`config.mk`:
```
export PLATFORM = sky130hd
export DESIGN_NAME = ddr3_frame_reader
export DESIGN_NICKNAME = d
export VERILOG_FILES = /design/src/rtl/ddr3_frame_reader_pkg.sv /design/src/rtl/ddr3_frame_reader_fifo.sv /design/src/rtl/ddr3_frame_reader.sv
export SDC_FILE = /design/constraint.sdc
export NUM_CORES = 2
export LEC_CHECK = 0
export CORE_MARGIN = 2
export CORE_UTILIZATION = 56
export DETAILED_ROUTE_END_ITERATION = 8
export PLACE_DENSITY = 0.73
export SETUP_SLACK_MARGIN = 0.05
export SLEW_MARGIN = 20
export SYNTH_ARGS = -nofsm -noshare
export SYNTH_HDL_FRONTEND = slang
export SYNTH_HIERARCHICAL = 1
export SYNTH_SLANG_ARGS = --single-unit
```
`constraint.sdc`:
```
create_clock -name sodimm1_ddr3_avl_clk -period 11 [get_ports sodimm1_ddr3_avl_clk]
set_input_delay 2.2 -clock sodimm1_ddr3_avl_clk [delete_from_list [all_inputs] [get_ports sodimm1_ddr3_avl_clk]]
set_output_delay 2.2 -clock sodimm1_ddr3_avl_clk [all_outputs]
set_load 0.03 [all_outputs]
```
`src/rtl/ddr3_frame_reader_pkg.sv`:
```
// ----------------------------------------------------------------------------
// ddr3_frame_reader_pkg
// Shared types and constants for the DDR3 frame reader:
//   - FSM state encoding
//   - Avalon-MM bus widths toward the DDR3 controller
//   - min_burst(): size of the next burst given the words still to fetch
// ----------------------------------------------------------------------------
package ddr3_frame_reader_pkg;

    localparam int AVL_ADDR_W = 26;
    localparam int AVL_DATA_W = 128;
    localparam int AVL_SIZE_W = 3;

    typedef enum logic [2:0] {
        IDLE,
        ISSUE,
        WAIT_CREDIT,
        DRAIN,
        DONE
    } state_t;

    // The last burst of a frame is shortened to whatever is left.
    function automatic logic [31:0] min_burst(input logic [31:0] words_left,
                                              input logic [31:0] burst_len);
        return (words_left < burst_len) ? words_left : burst_len;
    endfunction

endpackage

```
`src/rtl/ddr3_frame_reader_fifo.sv`:
```
// ----------------------------------------------------------------------------
// frame_reader_fifo
// Synchronous first-word-fall-through FIFO, 2**FIFO_PTR_DEPTH entries.
// The head word is visible on dout_o whenever empty_o is low; a push becomes
// visible one cycle later. Push and pop in the same cycle are legal at any
// fill level, including full (the pop frees the slot the push uses).
//
// Ports:
//   clk_i    clock
//   rst_i    synchronous active-high reset
//   clear_i  synchronous flush (same effect as reset on pointers/count)
//   push_i   write din_i (ignored when full and not popping)
//   pop_i    drop head word (ignored when empty)
//   din_i    write data
//   dout_o   head word
//   empty_o  no words stored
//   full_o   all entries occupied
//   count_o  number of stored words
// ----------------------------------------------------------------------------
module frame_reader_fifo
    import ddr3_frame_reader_pkg::*;
#(
    parameter int FIFO_PTR_DEPTH = 5,
    parameter int DATA_W         = AVL_DATA_W
) (
    input  logic                    clk_i,
    input  logic                    rst_i,
    input  logic                    clear_i,
    input  logic                    push_i,
    input  logic                    pop_i,
    input  logic [DATA_W-1:0]       din_i,
    output logic [DATA_W-1:0]       dout_o,
    output logic                    empty_o,
    output logic                    full_o,
    output logic [FIFO_PTR_DEPTH:0] count_o
);

    localparam int DEPTH = 2 ** FIFO_PTR_DEPTH;
    localparam logic [FIFO_PTR_DEPTH-1:0] PTR_ONE = FIFO_PTR_DEPTH'(1);

    logic [DATA_W-1:0]         mem_q [DEPTH];
    logic [FIFO_PTR_DEPTH-1:0] wr_ptr_q;
    logic [FIFO_PTR_DEPTH-1:0] rd_ptr_q;
    logic [FIFO_PTR_DEPTH:0]   count_q;
    logic                      do_push;
    logic                      do_pop;

    assign empty_o = (count_q == '0);
    assign full_o  = (count_q == (FIFO_PTR_DEPTH + 1)'(DEPTH));
    assign count_o = count_q;
    assign dout_o  = mem_q[rd_ptr_q];

    assign do_pop  = pop_i & ~empty_o;
    assign do_push = push_i & (~full_o | do_pop);

    always_ff @(posedge clk_i) begin
        if (do_push && !rst_i && !clear_i) begin
            mem_q[wr_ptr_q] <= din_i;
        end
    end

    always_ff @(posedge clk_i) begin
        if (rst_i || clear_i) begin
            wr_ptr_q <= '0;
            rd_ptr_q <= '0;
            count_q  <= '0;
        end else begin
            if (do_push) begin
                wr_ptr_q <= wr_ptr_q + PTR_ONE;
            end
            if (do_pop) begin
                rd_ptr_q <= rd_ptr_q + PTR_ONE;
            end
            count_q <= count_q + (FIFO_PTR_DEPTH + 1)'(do_push)
                               - (FIFO_PTR_DEPTH + 1)'(do_pop);
        end
    end

endmodule

```
`src/rtl/ddr3_frame_reader.sv`:
```
// ----------------------------------------------------------------------------
// ddr3_frame_reader
// Avalon-MM burst read master: fetches one frame of FRAME_WORDS 128-bit words
// starting at BASE_ADDR and streams them in order to the pixel path through a
// FWFT FIFO. Requests are throttled by credits (FIFO fill + words in flight)
// so returned data always has a slot.
//
// Ports:
//   sodimm1_ddr3_avl_clk / _reset   clock, synchronous active-high reset
//   frame_start                     pulse: (re)start fetch at BASE_ADDR
//   sodimm1_ddr3_avl_*              read request / return port of controller
//   pix_data / pix_valid / pix_ready  FIFO head toward pixel unpack
//   frame_done                      pulse, cycle after last frame word popped
//   overflow_err                    sticky: return arrived with FIFO full
//
// state       | meaning
// ------------+--------------------------------------------------------------
// IDLE        | after reset, waiting for the first frame_start
// WAIT_CREDIT | next burst sized, waiting until FIFO can absorb it
// ISSUE       | read_req held until the controller accepts it
// DRAIN       | restart: discard returns of the old frame until none in flight
// DONE        | all bursts of the frame issued, idle until frame_start
// ----------------------------------------------------------------------------
module ddr3_frame_reader
    import ddr3_frame_reader_pkg::*;
#(
    parameter logic [AVL_ADDR_W-1:0] BASE_ADDR      = 26'd0,
    parameter int                    FRAME_WORDS    = 76800,
    parameter int                    BURST_LEN      = 4,
    parameter int                    FIFO_PTR_DEPTH = 5
) (
    input  logic                  sodimm1_ddr3_avl_clk,
    input  logic                  sodimm1_ddr3_avl_reset,
    input  logic                  frame_start,
    input  logic                  sodimm1_ddr3_avl_ready,
    output logic                  sodimm1_ddr3_avl_burstbegin,
    output logic [AVL_ADDR_W-1:0] sodimm1_ddr3_avl_addr,
    output logic                  sodimm1_ddr3_avl_read_req,
    output logic [AVL_SIZE_W-1:0] sodimm1_ddr3_avl_size,
    input  logic                  sodimm1_ddr3_avl_rdata_valid,
    input  logic [AVL_DATA_W-1:0] sodimm1_ddr3_avl_rdata,
    output logic [AVL_DATA_W-1:0] pix_data,
    output logic                  pix_valid,
    input  logic                  pix_ready,
    output logic                  frame_done,
    output logic                  overflow_err
);

    localparam int FIFO_DEPTH = 2 ** FIFO_PTR_DEPTH;
    localparam int OUT_W      = FIFO_PTR_DEPTH + 1;
    localparam int WL_RAW     = $clog2(FRAME_WORDS + 1);
    localparam int WL_W       = (WL_RAW > AVL_SIZE_W) ? WL_RAW : AVL_SIZE_W + 1;
    localparam logic [WL_W-1:0] LAST_WORD = WL_W'(FRAME_WORDS - 1);

    state_t                  state_q;
    logic [AVL_ADDR_W-1:0]   addr_q;
    logic [WL_W-1:0]         words_left_q;
    logic [WL_W-1:0]         popped_q;
    logic [OUT_W-1:0]        outstanding_q;
    logic [OUT_W-1:0]        outstanding_d;
    logic [AVL_SIZE_W-1:0]   size_q;
    logic [AVL_SIZE_W-1:0]   burst;
    logic                    read_req_q;
    logic                    frame_done_q;
    logic                    overflow_q;

    logic                    fifo_clear;
    logic                    fifo_push;
    logic                    fifo_push_ok;
    logic                    fifo_pop;
    logic                    fifo_empty;
    logic                    fifo_full;
    logic [FIFO_PTR_DEPTH:0] fifo_count;
    logic [FIFO_PTR_DEPTH:0] fifo_count_d;
    logic                    accept;
    logic                    restart;
    logic                    ret_dec;
    logic [31:0]             credit_need;
    logic                    credit_ok;

    assign sodimm1_ddr3_avl_read_req   = read_req_q;
    assign sodimm1_ddr3_avl_burstbegin = read_req_q;
    assign sodimm1_ddr3_avl_addr       = addr_q;
    assign sodimm1_ddr3_avl_size       = size_q;
    assign frame_done                  = frame_done_q;
    assign overflow_err                = overflow_q;

    assign accept  = read_req_q & sodimm1_ddr3_avl_ready;
    assign restart = frame_start &
                     ((state_q == WAIT_CREDIT) || (state_q == ISSUE) || (state_q == DONE));

    // Returns are only kept while a frame is live; the clear on restart
    // also wins over a same-cycle return.
    assign fifo_clear = restart;
    assign fifo_push  = sodimm1_ddr3_avl_rdata_valid & ~restart &
                        (state_q != IDLE) & (state_q != DRAIN);
    assign pix_valid  = ~fifo_empty & (state_q != DRAIN);
    assign fifo_pop   = pix_valid & pix_ready;

    assign burst = AVL_SIZE_W'(min_burst(32'(words_left_q), 32'(BURST_LEN)));

    // A stray return with nothing in flight must not wrap the credit count.
    assign ret_dec = sodimm1_ddr3_avl_rdata_valid & (outstanding_q != '0);

    // Credit check uses next-cycle FIFO fill and in-flight count, so a pop or
    // return happening this cycle is already credited.
    always_comb begin
        fifo_push_ok  = fifo_push & (~fifo_full | fifo_pop);
        fifo_count_d  = fifo_count + (FIFO_PTR_DEPTH + 1)'(fifo_push_ok)
                                   - (FIFO_PTR_DEPTH + 1)'(fifo_pop);
        outstanding_d = outstanding_q - OUT_W'(ret_dec);
        if (accept) begin
            outstanding_d = outstanding_d + OUT_W'(size_q);
        end
        credit_need   = 32'(fifo_count_d) + 32'(outstanding_d) + 32'(burst);
        credit_ok     = (credit_need <= 32'(FIFO_DEPTH));
    end

    frame_reader_fifo #(
        .FIFO_PTR_DEPTH (FIFO_PTR_DEPTH),
        .DATA_W         (AVL_DATA_W)
    ) u_fifo (
        .clk_i   (sodimm1_ddr3_avl_clk),
        .rst_i   (sodimm1_ddr3_avl_reset),
        .clear_i (fifo_clear),
        .push_i  (fifo_push),
        .pop_i   (fifo_pop),
        .din_i   (sodimm1_ddr3_avl_rdata),
        .dout_o  (pix_data),
        .empty_o (fifo_empty),
        .full_o  (fifo_full),
        .count_o (fifo_count)
    );

    always_ff @(posedge sodimm1_ddr3_avl_clk) begin
        if (sodimm1_ddr3_avl_reset) begin
            state_q       <= IDLE;
            addr_q        <= '0;
            words_left_q  <= '0;
            popped_q      <= '0;
            outstanding_q <= '0;
            size_q        <= '0;
            read_req_q    <= 1'b0;
            frame_done_q  <= 1'b0;
            overflow_q    <= 1'b0;
        end else begin
            outstanding_q <= outstanding_d;
            frame_done_q  <= fifo_pop & ~restart & (popped_q == LAST_WORD);
            if (fifo_push & fifo_full & ~fifo_pop) begin
                overflow_q <= 1'b1;
            end
            if (fifo_pop) begin
                popped_q <= popped_q + WL_W'(1);
            end

            case (state_q)
                IDLE: begin
                    if (frame_start) begin
                        addr_q       <= BASE_ADDR;
                        words_left_q <= WL_W'(FRAME_WORDS);
                        popped_q     <= '0;
                        state_q      <= WAIT_CREDIT;
                    end
                end

                WAIT_CREDIT: begin
                    if (frame_start) begin
                        popped_q <= '0;
                        state_q  <= DRAIN;
                    end else if (credit_ok) begin
                        size_q     <= burst;
                        read_req_q <= 1'b1;
                        state_q    <= ISSUE;
                    end
                end

                ISSUE: begin
                    if (accept) begin
                        read_req_q   <= 1'b0;
                        addr_q       <= addr_q + AVL_ADDR_W'(size_q);
                        words_left_q <= words_left_q - WL_W'(size_q);
                    end
                    if (frame_start) begin
                        read_req_q <= 1'b0;
                        popped_q   <= '0;
                        state_q    <= DRAIN;
                    end else if (accept) begin
                        state_q <= (words_left_q == WL_W'(size_q)) ? DONE : WAIT_CREDIT;
                    end
                end

                DRAIN: begin
                    if (outstanding_q == '0) begin
                        addr_q       <= BASE_ADDR;
                        words_left_q <= WL_W'(FRAME_WORDS);
                        popped_q     <= '0;
                        state_q      <= WAIT_CREDIT;
                    end
                end

                DONE: begin
                    if (frame_start) begin
                        popped_q <= '0;
                        state_q  <= DRAIN;
                    end
                end

                default: begin
                    read_req_q <= 1'b0;
                    state_q    <= IDLE;
                end
            endcase
        end
    end

endmodule
```
==> impl_results.md <==
* DP HPWL at 191,000 um
* IR drop worst, VDD at 0.217 mV
* Filler cells at 18,800
* Critical Path End Type: output port
* P&R area growth vs syn at 12.7%
* Antenna-violating nets left at 0
* Io pins at 296
* Remaining DRCs at 0
* Fraction of registers with async set/reset at 0
* RD Place Congestion at 0.777
* Syn. warnings at 6
* Root Driver: clkbuf_16
* Yosys cell types at 74
* Core Footprint at 285,000 um^2
* Chip Width at 540 um
* # nets final at 8,530
* Avg Synthesized Cell Area at 20.3 um^2
* RSZ-0062 raised after global routing: false
* Vias per cell at 6.66
* Critical Path AT at 5.29 ns
* Clock Sinks at 4,192
* CTS Buf Count at 407
* Fraction of layout cells with a size suffix above 1 at 0.158
* First-pass GRT wire length at 575,000 um
* Outcome: finished clean
* Final hold violation count at 0
* Post-synth EDFFs at 4,096
* Clk_skew at 0.0416 ns
* Startpoint types: flip-flop
* Seq/Total Area, Yosys at 0.776
* Initial antenna violation count at 51
* Largest net degree at the start of global routing at 146
* Critical Path Sink: pix_data[45]
* Input/output buffers at 295
* Pre-CTS WS at 3.56 ns
* Reg2reg start: u_fifo/count_o[2]
* Die outline height at 540 um
* DRT Pass-1 Iters at 6
* CTS H-tree lvls at 5
* Worst Reg2Reg Path Length in Cells at 21
* Post-CTS Hold Buffers at 0
* FMAX at 0.133 GHz
* # Post-CTS Setup Buffers at 0
* Overall routed net length at 400,000 um
* Initial drt markers at 10,100
* R2r endpoint: sodimm1_ddr3_avl_size[0]
* Most used DFF post-synth: edfxtp_1
* Vias in the first global route at 82,300
* Relative max-transition margin at 0.0689
* #FFs+latches synth at 4,192
* Resized Gates After CTS at 0
* Die area at 292,000 um^2
* Worst-skew pair later-pin latency at 0.96 ns
* Hold_ws at 0.477 ns
* Critical Path RT at 8.80 ns
* Power Density at 201 nW/um^2
* FF-to-FF setup slack at 5.28 ns
* Kind of critical path: flip-flop to output port
* CP Max Fanout at 102
* Slew @ Worst Pin at 1.40 ns
* Starting Density at 0.564
* Util after Layout at 0.635
* Drt wl/cell at 32.1 um
* Clk pin slew, worst setup/hold paths at 0.06 ns
* Pleak at 53.5 nW
* CTS tree: yes
* Final min period at 7.49 ns
* GRT Overall Usage at 0.271
* Max capacitance violation total at 0
* Type of the worst min-delay path: flip-flop to flip-flop
* Syn_nets at 8,130
* # rows at 196
* Clock buffer depth at 4
* Cell Area, Synth at 161,000 um^2
* Period utilization at 0.681
* Post-Synthesis Cells at 7,948
* Via count at 83,000
* Total gr overflow at 0
* Count of pins over their slew limit at 0
* Final worst setup slack at 3.51 ns
* Final setup vio count at 0
* Total negative slack at 0 ns
-- per-stage QoR --
stage	instances	power, W	area (um^2)
global route	12500	0.0375	181000
detailed placement	11700	0.0231	168000
CTS	12400	0.0366	181000
floorplan	7948	0.0214	161000
finish	12500	0.0364	181000
global placement	11700	0.0230	168000
-- state kept, by name, indices dropped and copies added, names as in the netlist, named ones only --
| signal | flops |
|---|---|
| words_left_q | 17 |
| u_fifo/wr_ptr_q | 5 |
| state_q | 3 |
| u_fifo/count_o | 6 |
| u_fifo/rd_ptr_q | 5 |
| overflow_err | 1 |
| sodimm1_ddr3_avl_addr | 26 |
| popped_q | 17 |
| u_fifo/mem_q | 4096 |
| outstanding_q | 6 |
| frame_done | 1 |
| sodimm1_ddr3_avl_burstbegin | 1 |
| sodimm1_ddr3_avl_size | 3 |
-- report_power, final --
part	leakage (nW)	switching (W)	internal, W
logic	9.58	0.00301	0.00204
clock network	6.37	0.00590	0.00774
registers	37.6	0.0000885	0.0176
total	53.5	0.00901	0.0274
-- cells in the final DEF, fill, tap and decap left out, types with 21 or more instances in the layout --
cell and instances:
edfxtp_1 4096, mux2i_1 1031, a22oi_1 731, mux4_2 512
clkbuf_16 408, nand3_1 291, clkdlybuf4s50_1 269, nand4_1 138
buf_4 107, clkinv_1 96, dfxtp_1 93, clkbuf_1 85
clkinv_2 81, a21oi_1 56, nor2_1 53, inv_1 52
nand2_1 43, buf_12 41, ha_1 39, bufinv_16 38
a22oi_2 38, nor2_4 35, xnor2_1 31, buf_2 26
o21ai_0 24, or3_1 21
-- routing by layer --
metal / vias up / GRT usage / routed length, um
met3: 693 / 0.0533 / 39300
met1: 43900 / 0.378 / 154000
met5: - / 0 / 317
met2: 4440 / 0.445 / 196000
li1: 33900 / - / -
met4: 50 / 0.0666 / 9940
-- Yosys cell counts (all sizes together), types with 5 or more instances --
| master | count | share of area |
|---|---|---|
| a21o | 7 | 0.00033 |
| a21oi | 57 | 0.0018 |
| a22oi | 769 | 0.037 |
| a31oi | 6 | 0.00027 |
| and2 | 8 | 0.00031 |
| buf | 301 | 0.010 |
| clkbuf | 152 | 0.0035 |
| dfxtp | 96 | 0.012 |
| edfxtp | 4096 | 0.76 |
| fa | 9 | 0.0011 |
| ha | 39 | 0.0030 |
| inv | 52 | 0.0012 |
| mux2i | 1031 | 0.064 |
| mux4 | 512 | 0.072 |
| nand2 | 44 | 0.0010 |
| nand3 | 291 | 0.0090 |
| nand3b | 6 | 0.00028 |
| nand4 | 139 | 0.0054 |
| nor2 | 89 | 0.0021 |
| nor2b | 10 | 0.00039 |
| nor3 | 14 | 0.00044 |
| nor4 | 20 | 0.00086 |
| o21ai | 24 | 0.00075 |
| o31ai | 12 | 0.00056 |
| or2 | 11 | 0.00043 |
| or3 | 21 | 0.00082 |
| or3b | 5 | 0.00027 |
| or4 | 22 | 0.0011 |
| xnor2 | 31 | 0.0017 |
| xor2 | 17 | 0.00093 |
-- worst max-delay path, stage by stage, from the launching register on --
cell	delay, ns
dfxtp_4	0.71
buf_12	0.65
buf_12	0.76
mux4_2	0.61
a22oi_1	0.41
nand4_1	0.30
clkdlybuf4s50_1	0.68
-- worst min-delay path by stage --
stage | from | endpoint | slack [ns] | cells past startpoint
floorplan | popped_q[16] | frame_done | 0.44 | 2
global placement | popped_q[16] | frame_done | 0.46 | 2
detailed placement | popped_q[1] | popped_q[1] | 0.47 | 2
CTS | popped_q[16] | frame_done | 0.47 | 2
global route | popped_q[16] | frame_done | 0.50 | 2
finish | popped_q[16] | frame_done | 0.48 | 2
-- kinds of logic after synthesis --
family	count (synthesis)	share of synthesized area
flip-flops	4192	0.776
AO/OA/AOI/OAI	905	0.0424
buffers and inverters	506	0.0149
multiplexers	1544	0.136
adder cells (fa/ha/maj)	48	0.00415
XOR/XNOR	48	0.00261
AND/OR/NAND/NOR	705	0.0240
-- cell type report --
| class | instances | area [um^2] | share of cell area |
|---|---|---|---|
| antenna | 10 | 25.0 | 0.000138 |
| clock inverter | 256 | 2500 | 0.0138 |
| sequential | 4192 | 125000 | 0.689 |
| tap | 3762 | 4710 | 0.0260 |
| clock buffer | 493 | 10500 | 0.0581 |
| timing repair buffer | 444 | 4470 | 0.0247 |
| inverter | 53 | 199 | 0.00110 |
| multi-input combinational | 3250 | 34000 | 0.187 |
Note: power is estimated with default switching activity, not from simulation.
